`src/rtl/alu4_arbiter.sv`:
```
// Round-robin front end for one shared 4-bit ALU. It registers the granted
// operands, captures the ALU outputs and returns them with the requester id.
module alu4_arbiter #(
   parameter int unsigned NREQ = 4,
   parameter int unsigned IDW  = 2
) (
   input  logic              clk,
   input  logic              rst_n,
   input  logic [NREQ-1:0]   req_valid,
   output logic [NREQ-1:0]   req_ready,
   input  logic [3*NREQ-1:0] req_op,
   input  logic [4*NREQ-1:0] req_a,
   input  logic [4*NREQ-1:0] req_b,
   output logic [2:0]        alu_op,
   output logic [3:0]        alu_a,
   output logic [3:0]        alu_b,
   input  logic [3:0]        alu_result,
   input  logic              alu_carry,
   input  logic              alu_overflow,
   input  logic              alu_zero,
   output logic              rsp_valid,
   input  logic              rsp_ready,
   output logic [IDW-1:0]    rsp_id,
   output logic [3:0]        rsp_result,
   output logic [2:0]        rsp_flags,
   output logic              busy
);

   localparam int unsigned OPW  = 3;
   localparam int unsigned DW   = 4;
   localparam int unsigned FLW  = 3;
   localparam int unsigned PTRW = (NREQ > 1) ? $clog2(NREQ) : 1;

   typedef enum logic [1:0] {IDLE, EXEC, RESP} state_t;

   state_t          state_q, state_d;
   logic [PTRW-1:0] rr_q, rr_d;
   logic [OPW-1:0]  op_d;
   logic [DW-1:0]   a_d, b_d;
   logic [IDW-1:0]  id_d;
   logic [DW-1:0]   result_d;
   logic [FLW-1:0]  flags_d;
   logic            valid_d;
   logic            busy_d;
   logic            grant_vld;
   logic [PTRW-1:0] grant_idx;

   // First valid requester at or after rr_q, wrapping; scanned high-to-low so the nearest wins.
   always_comb begin : grant_scan
      int unsigned idx;
      grant_vld = 1'b0;
      grant_idx = '0;
      idx       = 0;
      for (int k = int'(NREQ) - 1; k >= 0; k--) begin
         idx = 32'(rr_q) + unsigned'(k);
         if (idx >= NREQ) idx = idx - NREQ;
         if (req_valid[idx[PTRW-1:0]]) begin
            grant_vld = 1'b1;
            grant_idx = idx[PTRW-1:0];
         end
      end
   end

   always_comb begin : next_state
      state_d   = state_q;
      rr_d      = rr_q;
      op_d      = alu_op;
      a_d       = alu_a;
      b_d       = alu_b;
      id_d      = rsp_id;
      result_d  = rsp_result;
      flags_d   = rsp_flags;
      valid_d   = rsp_valid;
      req_ready = '0;
      case (state_q)
         IDLE: begin
            if (grant_vld) begin
               req_ready[grant_idx] = 1'b1;
               op_d    = req_op[OPW*grant_idx +: OPW];
               a_d     = req_a[DW*grant_idx +: DW];
               b_d     = req_b[DW*grant_idx +: DW];
               id_d    = IDW'(grant_idx);
               rr_d    = (32'(grant_idx) == NREQ - 1) ? '0 : grant_idx + PTRW'(1);
               state_d = EXEC;
            end
         end
         EXEC: begin
            result_d = alu_result;
            flags_d  = {alu_carry, alu_overflow, alu_zero};
            valid_d  = 1'b1;
            state_d  = RESP;
         end
         RESP: begin
            if (rsp_ready) begin
               valid_d = 1'b0;
               state_d = IDLE;
            end
         end
         default: state_d = IDLE;
      endcase
      busy_d = (state_d != IDLE);
   end

   always_ff @(posedge clk or negedge rst_n) begin
      if (!rst_n) begin
         state_q    <= IDLE;
         rr_q       <= '0;
         alu_op     <= '0;
         alu_a      <= '0;
         alu_b      <= '0;
         rsp_id     <= '0;
         rsp_result <= '0;
         rsp_flags  <= '0;
         rsp_valid  <= 1'b0;
         busy       <= 1'b0;
      end else begin
         state_q    <= state_d;
         rr_q       <= rr_d;
         alu_op     <= op_d;
         alu_a      <= a_d;
         alu_b      <= b_d;
         rsp_id     <= id_d;
         rsp_result <= result_d;
         rsp_flags  <= flags_d;
         rsp_valid  <= valid_d;
         busy       <= busy_d;
      end
   end

endmodule

```
`config.mk`:
```
export PLATFORM = sky130hd
export DESIGN_NAME = alu4_arbiter
export DESIGN_NICKNAME = d
export VERILOG_FILES = /design/src/rtl/alu4_arbiter.sv
export SDC_FILE = /design/constraint.sdc
export NUM_CORES = 1
export LEC_CHECK = 0
export BUFFER_PORTS_ARGS = -buffer_cell sky130_fd_sc_hd__buf_2
export CAP_MARGIN = 40
export CORE_MARGIN = 4
export CORE_UTILIZATION = 43
export DETAILED_ROUTE_END_ITERATION = 16
export PLACE_DENSITY = 0.79
export SYNTH_ARGS = -nofsm -noshare
export SYNTH_HDL_FRONTEND = slang
export SYNTH_SLANG_ARGS = --single-unit
```
`constraint.sdc`:
```
create_clock -name clk -period 2.1 [get_ports clk]
set_input_delay 0.21 -clock clk [delete_from_list [all_inputs] [get_ports clk]]
set_output_delay 0.21 -clock clk [all_outputs]
set_load 0.1 [all_outputs]
```
==> qor.csv <==
metric;value;unit
total core area;3100;um^2
Post-synth EDFFs;0;
Final HPWL DP;2720;um
Mapped Cells;129;
Synth cell types;25;
Die Area;4300;um^2
Clock Latency Late Sink;0.31;ns
layout net count;278;
Least-Margin Pin Slew;0.653;ns
Filler cells;274;
Synth Area in Compound Gates;12.2;%
Max Clk Rate;492;MHz
mux cell area share after synthesis;21.0;%
most common cell after layout, fill and taps aside;buf_2;
Final Skew;0.00227;ns
fin crit period;2.03;ns
Worst Path Buf+Inv;1;
Clock Pin Slew Worst Setup and Hold Paths;0.13;ns
CTS tree;built;
Max-Cap Viols;0;
R2R setup slack;0.29;ns
crit-path leading delay family;flip-flops;
global route overflow;0;
DR WL/cell;13.0;um
Slew HR;56.4;%
worst endpoint required time;1.89;ns
Worst Path Max Fanout;5;
diode count;0;
Reg area;652;um^2
R2R Path End;alu_b[1];
htree depth;1;
crit-path cells;nand2b_4 -> a21oi_2 -> a211o_1 -> ha_1 -> and2_2 -> buf_12;
Synth async-reset ratio;100;%
Avg Cell Area, Syn;11.1;um^2
Cell Rows;20;
hold_sp;alu_overflow;
Clock Sinks;26;
Final Slew Violations;0;
Vias/cell;4.87;
most frequent cells in the layout;79 x buf_2, 25 x dfrtp_1, 22 x mux2i_1;
final hold vios;0;
DRC viols;0;
Initial DRC Count;46;
Ys Warns;0;
critical path class;flip-flop to output port;
Total Wirelength;3370;um
multi-input logic area;682;um^2
first-pass GRT wire length;5430;um
Seq/Total Area, Yosys;45.6;%
DR vias;1262;
top_reg_cell synth;dfrtp_1;
Total GRT Usage;16.4;%
Synth Area in XOR/XNOR;0;%
Finished Layout Cells;259;
CTS root buf;clkbuf_4;
die width;65.6;um
initial core utilization;46.0;%
num ports;84;
GP Congestion;0.758;
Hold Crit Depth;2;
Antenna Violating Nets Remaining;0;
die height;65.6;um
R2R depth;7;
Clock Path Buffers;2;
final setup fails;0;
Post-Synth Simple-Gate Area;9.82;%
Synth Area in Adders;3.51;%
crit end category;output port;
initial antenna violation count;0;
Inserted Clock Buffers;3;
main combinational cell family by area after synthesis;multiplexers;
vias in the first global route;1249;
Cell Area, Synth;1430;um^2
Critical R2R Launch;rr_q[0];
slowest stage cell on the critical path;dfrtp_1;
unrepaired setup endpoints after global routing;true;
pin count of the biggest net entering global routing;27;
P&R area growth vs syn;39.3;%
Pre-antenna DRT Iters;4;
Final period util;96.7;%
layout cell share with drive strength beyond 1;51.2;%
status;complete, no violations;
I/O Buffers;83;
#FFs+latches synth;26;
Arr. time, crit path;1.82;ns
crit path launch type;flip-flop;
worst min path class;input port to flip-flop;
slowest stage delay, CP;0.42;ns
Hold Crit Endpoint;rsp_flags[1];
Syn Nets;191;
number of instances in the placed design;251;
state kept, by name, summed over array words and instances (netlist names):
register	flops
alu_b	4
rsp_result	4
busy	1
alu_a	4
rsp_valid	1
rsp_id	2
rr_q	2
rsp_flags	3
state_q	2
alu_op	3
worst reg2reg max path, delay by kind of cell, from the launching register on:
kind,cells,cell delay (ns)
buffers and inverters,2,0.40
AND/OR/NAND/NOR,1,0.15
AO/OA/AOI/OAI,3,0.45
multiplexers,1,0.26
flip-flops,1,0.44
worst max-delay path by stage:
stage	cells after the start	to	from	slack (ns)
after floorplan	8	req_ready[3]	rr_q[0]	0.18
after global placement	6	alu_b[0]	rr_q[0]	0.40
after detailed placement	6	alu_b[1]	rr_q[0]	0.34
after CTS	7	req_ready[1]	rr_q[0]	0.0003
after global routing	6	req_ready[0]	rr_q[0]	-0.006
final	6	req_ready[2]	rr_q[0]	0.07
cells by family after synthesis:
kind of cell | count (synthesis)
compound gates | 23
fa+ha+maj | 4
buf+inv | 15
flops | 26
mux | 29
simple gates | 32
stage by stage:
step / util (%) / TNS [ns] / worst slack (ns) / hold WS (ns) / area (um^2)
floorplan: - / 0 / 0.175 / -0.0856 / 1430
global placement: 61.3 / 0 / 0.405 / 0.240 / 1900
detailed placement: 61.3 / 0 / 0.342 / 0.241 / 1900
CTS: 62.8 / 0 / 0.000309 / 0.109 / 1950
global route: 64.0 / -0.0108 / -0.00567 / 0.108 / 1990
finish: 64.0 / 0 / 0.0690 / 0.122 / 1990
routing by layer:
| metal | GRT usage (%) | vias to the layer above | wire length (um) |
|---|---|---|---|
| met5 | 0 | - | 0 |
| met4 | 6.22 | 0 | 34 |
| met3 | 2.22 | 2 | 147 |
| met2 | 31.2 | 31 | 1910 |
| met1 | 18.2 | 595 | 1280 |
| li1 | - | 634 | - |
layout make-up:
class,count,share of cell area [%]
inverter,7,1.57
tap,44,2.77
timing repair buffer,90,26.7
clock buffer,4,1.83
sequential,26,32.8
multi-input combinational,88,34.3
synthesized netlist by cell type, types with 2 or more instances:
cell | instances | area share (%)
nand2b_1 | 3 | 1.3
and2_1 | 4 | 1.8
clkbuf_1 | 2 | 0.53
a21oi_1 | 5 | 1.8
mux2_2 | 7 | 5.5
o221ai_1 | 11 | 6.8
nand2_1 | 19 | 5.0
mux2i_1 | 22 | 15
inv_1 | 5 | 1.3
ha_1 | 4 | 3.5
o21ai_0 | 2 | 0.70
nor2_1 | 5 | 1.3
buf_6 | 3 | 2.4
dfrtp_1 | 26 | 46
timing repair:
item | 4_1_cts | 5_1_grt
pin swaps | 1 | 3
gates resized for setup | 0 | 6
hold endpoints to repair | 26 | 0
buffers inserted | 0 | 3
hold buffers | 1 | 0
endpoints found under the setup margin | 1 | 3
Power is left out: the tool's default activity adds up to more than one toggle a clock period on the data nets, which glitch-free logic cannot reach.
